**config.mk**
```make
export PLATFORM = sky130hd
export DESIGN_NAME = pc_sequencer
export DESIGN_NICKNAME = d
export VERILOG_FILES = /design/src/rtl/pc_sequencer.sv
export SDC_FILE = /design/constraint.sdc
export NUM_CORES = 1
export LEC_CHECK = 0
export CAP_MARGIN = 30
export CORE_MARGIN = 2
export CORE_UTILIZATION = 30
export DETAILED_ROUTE_END_ITERATION = 8
export SLEW_MARGIN = 20
export SYNTH_ARGS = -nofsm -noshare
export SYNTH_HDL_FRONTEND = slang
export SYNTH_SLANG_ARGS = --single-unit
```
**constraint.sdc**
```tcl
create_clock -name clk -period 8.6 [get_ports clk]
set_input_delay 0.86 -clock clk [delete_from_list [all_inputs] [get_ports clk]]
set_output_delay 0.86 -clock clk [all_outputs]
set_load 0.005 [all_outputs]
```
**src/rtl/pc_sequencer.sv**
```systemverilog
// Next-PC controller for the fetch stage: picks sequential/branch/jump/exception
// target for the PC register and buffers redirects that arrive while a fetch is pending.
module pc_sequencer #(
  parameter logic [31:0] RESET_VECTOR = 32'h0000_0000,
  parameter logic [31:0] EXC_VECTOR   = 32'h0000_0180
) (
  input  logic        clk,
  input  logic        reset,
  input  logic [31:0] pc_q,
  output logic [31:0] pc_d,
  output logic        fetch_req,
  input  logic        fetch_ack,
  input  logic        stall,
  input  logic        branch_taken,
  input  logic [31:0] branch_target,
  input  logic        jump,
  input  logic [31:0] jump_target,
  input  logic        exception,
  output logic        flush,
  output logic [31:0] epc
);

  localparam int unsigned XLEN = 32;
  localparam logic [XLEN-1:0] PC_STEP = XLEN'(4);

  typedef enum logic [1:0] {
    IDLE  = 2'd0,
    FETCH = 2'd1,
    REDIR = 2'd2
  } state_t;

  state_t          state, state_next;
  logic            pend_valid, pend_valid_next;
  logic            pend_exc, pend_exc_next;
  logic [XLEN-1:0] pend_target, pend_target_next;
  logic [XLEN-1:0] epc_next;
  logic            flush_next;
  logic            fetch_req_next;
  logic            accept;
  logic            redirect;

  assign accept = (state == FETCH) && fetch_ack && !stall;

  // Next-state, next-PC selection and pending-redirect buffer
  always_comb begin
    state_next       = state;
    pc_d             = pc_q;
    flush_next       = 1'b0;
    epc_next         = epc;
    pend_valid_next  = pend_valid;
    pend_exc_next    = pend_exc;
    pend_target_next = pend_target;
    redirect         = 1'b0;

    case (state)
      IDLE: begin
        pc_d       = RESET_VECTOR;
        state_next = FETCH;
      end
      FETCH: begin
        if (accept) begin
          redirect = 1'b1;
          if (exception) begin
            pc_d     = EXC_VECTOR;
            epc_next = pc_q;
          end else if (pend_valid) begin
            pc_d = pend_target;
          end else if (jump) begin
            pc_d = jump_target;
          end else if (branch_taken) begin
            pc_d = branch_target;
          end else begin
            pc_d     = pc_q + PC_STEP;
            redirect = 1'b0;
          end
          pend_valid_next = 1'b0;
          pend_exc_next   = 1'b0;
          flush_next      = redirect;
          if (redirect) begin
            state_next = REDIR;
          end
        end
      end
      REDIR: begin
        state_next = FETCH;
      end
      default: begin
        state_next = IDLE;
      end
    endcase

    // An exception locks the buffer against later jumps/branches until it is taken
    if (!accept) begin
      if (exception) begin
        pend_valid_next  = 1'b1;
        pend_exc_next    = 1'b1;
        pend_target_next = EXC_VECTOR;
        epc_next         = pc_q;
      end else if (!pend_exc && jump) begin
        pend_valid_next  = 1'b1;
        pend_target_next = jump_target;
      end else if (!pend_exc && branch_taken) begin
        pend_valid_next  = 1'b1;
        pend_target_next = branch_target;
      end
    end

    fetch_req_next = (state_next == FETCH);

    if (reset) begin
      pc_d = RESET_VECTOR;
    end
  end

  // State and output registers
  always_ff @(posedge clk or posedge reset) begin
    if (reset) begin
      state       <= IDLE;
      fetch_req   <= 1'b0;
      flush       <= 1'b0;
      epc         <= '0;
      pend_valid  <= 1'b0;
      pend_exc    <= 1'b0;
      pend_target <= '0;
    end else begin
      state       <= state_next;
      fetch_req   <= fetch_req_next;
      flush       <= flush_next;
      epc         <= epc_next;
      pend_valid  <= pend_valid_next;
      pend_exc    <= pend_exc_next;
      pend_target <= pend_target_next;
    end
  end

endmodule
```
==> run metrics, run 1 <==
antenna violations before repair=0; total DRC errors in the routed layout=0; #FFs+latches synth=70; wire per inst=21.42 um; # diodes=0; Post-synth EDFFs=0; Starting Density=0.3047; vias in the first global route=5343; CTS tree=built; TNS Setup=0 ps; area occupied by multi-input gates=0.002977 mm2; sequential cell area=0.001752 mm2; Via density=5.695; Synth async-reset ratio=1.000; CP Class=input port to primary output; Bufs on Longest Clock Path=2; Mapped Cells=564; Worst-path clk slew=60 ps; buffer count from post-CTS setup fixing=0; CP max FO=26; Placer Congestion=0.8497; Final Max Tran Viols=0; final worst path period share=0.6089; min Tclk post-route=5236 ps; placed insts=914; Routed WL=19920 um; Post-DP HPWL=14580 um; crit end category=primary output; DRT iter0 DRCs=436; # fillers=1577; synth top area cells=dfrtp_1, mux2_2, mux2i_1; Hold Crit Start=pend_target[7]; total clock sinks=70; status=finished clean; worst clock skew=5.702 ps; CP required=7740 ps; Peak VDD IR=0.00009107 V; CTS H-Tree Depth=3; Core Region=0.01641 mm2; Arrival @ worst endpoint=4380 ps; Synth Flop Type=dfrtp_1; Vias=5296; reg2reg start=state[1]; Resized Gates After CTS=0; Tot GR Track Use=0.2271; Die Width=133.1 um; first-pass GRT wire length=30790 um; largest net degree at the start of global routing=65; grt ovf=0; Final nets=809; maxcap violations=0; Area Growth Syn to Fin=42.13%; top-area cell type share of the netlist area=0.3504; Skew-Pair Late Insertion Delay=350 ps; Hold Buf Count CTS=0; Hold WC Path Type=flop to flop; TritonCTS Buffers=9; fraction of layout cells with a size suffix above 1=0.1099; setup repair after global routing missed its margin=false; post-synthesis cell type count=65; die area=0.01771 mm2; Worst setup SP type=input port; leakage=2.826 nW; first drt pass iteration count=5; pwr dens=158.7 mW/mm2; Non-Filler Instances=930; input/output buffers=168; Mapped Nets=668; Fin. Hold Viols=0; # rows=47; # setup viols final=0; clock root buffer=clkbuf_16; Max-slew headroom=0.3560; die height=133.1 um; synthesized area=0.004999 mm2; Seq/Total Area, Yosys=0.3504; Critical Path Start=jump; Peak Freq=0.1910 GHz; Avg Inst Size Synth=8.863 um2; I/O pins=169; Slew @ Worst Pin=966.0 ps; area leader, netlist=dfrtp_1; Yosys Warn Count=0; ANT nets after route=0
## worst max-delay path: stages
cell and delay [ps]:
clkdlybuf4s50_1 940, clkinv_1 930, o221a_2 610, nand2_1 100, o22ai_1 80, or3_1 380, clkdlybuf4s50_1 460
## cells by family after synthesis
| group | count (synthesis) | share of synthesized area |
|---|---|---|
| AOI/OAI and AO/OA | 181 | 0.2541 |
| and+or+nand+nor | 176 | 0.1710 |
| muxes | 71 | 0.1507 |
| DFF | 70 | 0.3504 |
| buffers and inverters | 57 | 0.05732 |
| xor gates and xnor gates | 8 | 0.01402 |
| adders and majority gates | 1 | 0.002503 |
## cell type report
class	count	share of cell area
Clock inverter	7	0.01021
Inverter	11	0.005812
Multi-Input combinational cell	437	0.4190
Clock buffer	9	0.03170
Tap cell	220	0.03875
Timing Repair Buffer	176	0.2480
Sequential cell	70	0.2466
## cell usage after synthesis, drive strengths merged, types with 8 or more instances
library cell  count
a21oi            18
a22oi             9
clkbuf           41
dfrtp            70
inv               9
mux2             34
mux2i            37
nand2            81
nand3            17
nor2             24
nor3             12
nor4              8
o21ai            38
o22ai            18
o31ai            38
## final timing paths
| path | endpoint | slack [ps] | cells past startpoint |
|---|---|---|---|
| worst max-delay path | pc_d[21] | 3360 | 7 |
| worst min-delay path | pend_target[7] | 480 | 2 |
| worst max register to register | pend_target[8] | 6580 | 4 |
| worst min register to register | pend_target[7] | 480 | 2 |
| max in group asynchronous | async pin | 6470 | 4 |
| min in group asynchronous | pend_target[17] | 1530 | 3 |
## metal layers
metal  part of all wire  track usage  vias to the layer above
li1                   -            -                     2435
met1               0.42       0.2900                     2595
met2               0.48       0.3823                      238
met3              0.075      0.05517                       28
met4              0.020      0.06452                        0
met5                  0            0                        -
## through the flow
step | setup slack (ps) | total power [mW] | instance area, um2 | util | hold WS (ps)
finish | 3364 | 1.128 | 7104 | 0.4330 | 481.3
global route | 3133 | 1.184 | 7104 | 0.4330 | 499.9
CTS | 3432 | 1.137 | 7104 | 0.4330 | 482.5
detailed placement | 3449 | 0.7498 | 6807 | 0.4149 | 469.2
global placement | 3529 | 0.7426 | 6764 | 0.4123 | 453.6
floorplan | 4290 | 0.5698 | 4999 | - | 443.2
## placed cells by master (no fill, tap or decap), types with 8 or more instances in the layout
cell type        synthesis  final
clkdlybuf4s50_1          0    167
nand2_1                 81     81
dfrtp_1                 70     70
o31ai_1                 38     38
mux2i_1                 37     37
o21ai_0                 37     37
mux2_2                  34     34
nor2_1                  22     21
a21oi_1                 18     18
o22ai_1                 18     18
nand3_1                 16     16
nor3_1                  12     12
a22oi_1                  9      9
clkbuf_16                0      9
inv_1                    9      8
nor4_1                   8      8
## report_power, final
part | internal [mW] | switching [mW] | total (mW)
combinational | 0.172 | 0.179 | 0.350
sequential | 0.371 | 0.0255 | 0.396
clock | 0.225 | 0.156 | 0.381
total | 0.768 | 0.360 | 1.13
(Power assumes the default switching activity.)
==> inputs of run 2 (changes only) <==
==> constraint.sdc (replaced) <==
create_clock -name clk -period 5.5 [get_ports clk]
set_input_delay 0.55 -clock clk [delete_from_list [all_inputs] [get_ports clk]]
set_output_delay 0.55 -clock clk [all_outputs]
set_load 0.005 [all_outputs]
==> run 2 against run 1 <==
- global-route usage shrank 1.3 points
- clock-buffer cell count grew 2
- setup slack got worse by 2200 ps
- via count grew 0.21%
- critical endpoint is now pc_d[24]
- highest routed layer unchanged
==> run metrics, run 2 (synthesis results as in run 1) <==
Area Growth Syn to Fin=42.53%; hold depth=2 (unchanged); DP Worst Slack=1270 ps (-2179 ps); maxcap violations=0 (unchanged); pwr dens=240.7 mW/mm2 (+52%); first-pass GRT wire length=29070 um (-5.6%); input/output buffers=168 (unchanged); Peak VDD IR=0.0001432 V (+57%); fraction of layout cells with a size suffix above 1=0.1134 (+0.003586); Resized Gates After CTS=0 (unchanged); vias in the first global route=5130 (-4.0%); Tot GR Track Use=0.2143 (-0.01279); Hold Buf Count CTS=0 (unchanged); # diodes=0 (unchanged); Starting Density=0.3047 (unchanged); Hold WC Path Type=flop to flop; most used cell, CP=clkdlybuf4s50_1; leakage=2.849 nW (+0.81%); Worst-path clk slew=50 ps (about the same); Placer Congestion=0.8910 (+4.9%); largest net degree at the start of global routing=51 (-22%); Post-DP HPWL=14350 um (-1.6%); CTS tree=built; crit end category=primary output; # rows=47 (unchanged); clock root buffer=clkbuf_16; Worst setup SP type=input port; CP Class=input port to primary output; setup repair after global routing missed its margin=false; I/O pins=169 (unchanged); buffer count from post-CTS setup fixing=0 (unchanged); Final nets=814 (+0.62%); CP required=4950 ps (-2790 ps); grt ovf=0 (unchanged); Via density=5.682 (-0.22%); CTS H-Tree Depth=3 (unchanged); Fin. Hold Viols=0 (unchanged); Worst path slowest cell=nor4_1; total clock sinks=70 (unchanged); ANT nets after route=0 (unchanged); reg2reg start=state[1]; capturing point of the worst reg2reg path=pend_target[11]; worst r2r path cells=6 (+2); Vias=5307 (+0.21%); total DRC errors in the routed layout=0 (unchanged); final worst path period share=0.7831; Bufs on Longest Clock Path=2 (unchanged); wire per inst=20.63 um (-3.7%); status=finished clean; Die Width=133.1 um (unchanged); worst clock skew=3.771 ps (-1.932 ps); Hold Crit Start=pend_target[12]; most common cell after layout, fill and taps aside=clkdlybuf4s50_1; die area=0.01771 mm2 (unchanged); Reg2Reg Setup Slack=3430 ps (-3150 ps); Skew-Pair Late Insertion Delay=340 ps (about the same); die height=133.1 um (unchanged); most frequent cells in the layout=clkdlybuf4s50_1, nand2_1, dfrtp_1; antenna violations before repair=0 (unchanged); Routed WL=19260 um (-3.3%); # setup viols final=0 (unchanged); min Tclk post-route=4307 ps; first drt pass iteration count=5 (unchanged); final hold slack=477.5 ps (-3.850 ps); Max-slew headroom=0.2572 (-0.09883); Slew @ Worst Pin=1104 ps (+138.1 ps); Peak Freq=0.2322 GHz; Post-Route Utilization=0.4342 (+0.001221); Hold Path End=pend_target[12]; Core Region=0.01641 mm2 (unchanged); worst stage delay on the critical path=980 ps (+40 ps); post-route worst setup slack=1193 ps (-2171 ps); DRT iter0 DRCs=357 (-18%); CP max FO=7 (-73%); Arrival @ worst endpoint=3760 ps (-620 ps); Final Max Tran Viols=0 (unchanged); TritonCTS Buffers=9 (unchanged); TNS Setup=0 ps (unchanged); crit-path cells=clkdlybuf4s50_1 > ha_1 > nand3_2 > nor4_1 > nand3_1 > a31o_2 > a32o_1 > clkdlybuf4s50_1
run 2: cell types whose count changed in the layout (fill, tap and decap cells not counted):
| cell | change |
|---|---|
| bufinv_16 | -1 |
| clkinv_2 | +1 |
| buf_4 | +5 |
| clkinv_4 | -1 |
| nor2_1 | +1 |
| nor2_2 | -1 |
| clkbuf_8 | +2 |
| buf_16 | +1 |
| inv_6 | -1 |
| buf_12 | -1 |
| clkinvlp_4 | -1 |
run 2: area by class of cell:
class	count	area [um2]
Clock buffer	11	252.7
Timing Repair Buffer	181	1807
Fill cell	1594	9283
Multi-Input combinational cell	437	2974
Tap cell	220	275.3
Clock inverter	4	22.52
Inverter	11	41.29
Sequential cell	70	1752
run 2: worst max-delay path by stage:
stage | cells after the start | start | end
6_report | 8 | pc_q[2] | pc_d[24]
3_3_place_gp | 8 | pc_q[2] | pc_d[26]
5_1_grt | 8 | pc_q[2] | pc_d[26]
2_1_floorplan | 6 | reset | pc_d[23]
3_5_place_dp | 8 | pc_q[2] | pc_d[26]
4_1_cts | 8 | pc_q[2] | pc_d[26]
run 2: critical path, delay by kind of cell:
family | cells | cell delay (ps)
adder cells (fa/ha/maj) | 1 | 270
AO/OA/AOI/OAI | 2 | 490
buffers and inverters | 2 | 1050
AND/OR/NAND/NOR | 3 | 1380
run 2: layer usage:
metal / track usage / wire length (um) / up-vias
li1: - / - / 2444
met1: 0.2781 / 8235 / 2590
met2: 0.3371 / 8923 / 240
met3: 0.06398 / 1489 / 33
met4: 0.08065 / 615 / 0
met5: 0 / 0 / -
run 2: stage by stage:
stage	std cells	area (um2)	power (mW)
detailed placement	918	6822	1.175
finish	934	7124	1.715
global placement	917	6802	1.165
CTS	933	7097	1.724
floorplan	564	4999	0.8909
global route	934	7124	1.802
run 2: power breakdown:
part | switching [mW] | internal, mW
Sequential | 0.0387 | 0.580
Combinational | 0.279 | 0.275
Clock | 0.217 | 0.324
==> inputs of run 3 (changes only) <==
==> constraint.sdc (replaced) <==
create_clock -name clk -period 4.25 [get_ports clk]
set_input_delay 0.425 -clock clk [delete_from_list [all_inputs] [get_ports clk]]
set_output_delay 0.425 -clock clk [all_outputs]
set_load 0.005 [all_outputs]
==> run 3 against run 2 <==
- critical path depth did not move
- combinational power up 30%
- core utilization is 0.86 points higher
- via count decreased by 0.38%
- sequential power up 30%
- power up 37%
- register-to-register slack got worse by 1300 ps
- first-iteration DRC count is 5.6% lower
- routed wire length increased by 4.0%
==> run metrics, run 3 (synthesis results as in run 1) <==
first-pass GRT wire length=30570 um (+5.2%); placed insts=931 (+1.4%); DP Worst Slack=323.2 ps (-946.6 ps); input/output buffers=168 (unchanged); first drt pass iteration count=5 (unchanged); crit end category=primary output; leakage=2.930 nW (+2.9%); # rows=47 (unchanged); worst clock skew=5.950 ps (+2.179 ps); worst stage delay on the critical path=600 ps (-380 ps); TritonCTS Buffers=9 (unchanged); Post-Route Utilization=0.4428 (+0.008617); CP required=3830 ps (-1120 ps); TNS Setup=0 ps (unchanged); clock root buffer=clkbuf_16; total clock sinks=70 (unchanged); die height=133.1 um (unchanged); largest net degree at the start of global routing=76 (+49%); Peak Freq=0.2533 GHz; CP top delay family=simple AND/OR/NAND/NOR gates; CTS H-Tree Depth=3 (unchanged); min Tclk post-route=3948 ps; ANT nets after route=0 (unchanged); Tot GR Track Use=0.2258 (+0.01154); vias in the first global route=5276 (+2.8%); setup repair after global routing missed its margin=false; Starting Density=0.3047 (unchanged); Resized Gates After CTS=0 (unchanged); CP Class=input port to primary output; Via density=5.589 (-1.6%); status=finished clean; Fin. Hold Viols=0 (unchanged); Die Width=133.1 um (unchanged); # setup viols final=0 (unchanged); Finished Cell Area=0.007266 mm2 (+2.0%); maxcap violations=0 (unchanged); Bufs on Longest Clock Path=2 (unchanged); crit-path cells=clkdlybuf4s50_1 > ha_1 > nand3_2 > or4_4 > or4_1 > and3_1 > o32ai_2 > clkdlybuf4s50_1; CP max FO=7 (unchanged); I/O pins=169 (unchanged); Peak VDD IR=0.0001792 V (+25%); antenna violations before repair=0 (unchanged); final worst path period share=0.9290; Slew @ Worst Pin=674.3 ps (-429.7 ps); Core Region=0.01641 mm2 (unchanged); Non-Filler Instances=946 (+1.3%); most frequent cells in the layout=clkdlybuf4s50_1, nand2_1, dfrtp_1; total power=2.350 mW (+37%); Worst setup SP type=input port; post-route worst setup slack=301.6 ps (-891.5 ps); Worst path slowest cell=or4_4; # diodes=0 (unchanged); final hold slack=476.2 ps (-1.305 ps); Area Growth Syn to Fin=45.36%; WP buf/inv=2 (unchanged); Vias=5287 (-0.38%); grt ovf=0 (unchanged); total DRC errors in the routed layout=0 (unchanged); most used cell, CP=clkdlybuf4s50_1; die area=0.01771 mm2 (unchanged); Final Max Tran Viols=0 (unchanged); Placer Congestion=0.9008 (+1.1%); CTS tree=built; Worst-path clk slew=60 ps (about the same); Final nets=826 (+1.5%); Post-DP HPWL=15110 um (+5.3%); wire per inst=21.17 um (+2.6%); Max-slew headroom=0.5504 (+0.2932); Hold WC Path Type=flop to flop; area post-placement=0.006944 mm2 (+1.8%); DRT iter0 DRCs=337 (-5.6%); buffer count from post-CTS setup fixing=0 (unchanged); fraction of layout cells with a size suffix above 1=0.1281 (+0.01465); Hold Buf Count CTS=0 (unchanged); pwr dens=323.5 mW/mm2 (+34%); Arrival @ worst endpoint=3520 ps (-240 ps); Skew-Pair Late Insertion Delay=340 ps (about the same); Routed WL=20030 um (+4.0%); most common cell after layout, fill and taps aside=clkdlybuf4s50_1
==> run 3: worst paths after layout <==
kind	startpoint	endpoint	slack, ps	cells past startpoint
setup reg to reg	pend_valid	fetch_req	2180	6
setup / recovery	pc_q[3]	pc_d[26]	300	8
max in group asynchronous	reset	async pin	3200	3
hold reg to reg	pend_target[1]	pend_target[1]	480	2
hold / removal	pend_target[1]	pend_target[1]	480	2
min in group asynchronous	reset	async pin	740	3
==> run 3: cell type report <==
class	count	area, um2
flip-flops and latches	70	1752
clock buffers	10	239.0
well taps	220	275.3
multi-input cells	437	2974
fillers	1627	9141
inverters	11	41.29
repair buffers	193	1902
clock inverters	5	82.58
==> run 3: worst register-to-register path, stage by stage, from the launching register on <==
cell and delay (ps):
dfrtp_1 770, buf_4 350, buf_4 230, nor2_1 70, buf_4 180, a21oi_1 210
o21ai_0 120
==> run 3: per-layer routing <==
| layer | wire, um | track usage |
|---|---|---|
| met5 | 0 | 0 |
| met4 | 581 | 0.07885 |
| met3 | 1458 | 0.05670 |
| met2 | 9439 | 0.3673 |
| met1 | 8546 | 0.2920 |
==> run 3: power by group <==
part,internal (mW),switching [mW]
Clock,0.528,0.293
Sequential,0.751,0.0567
Combinational,0.362,0.360
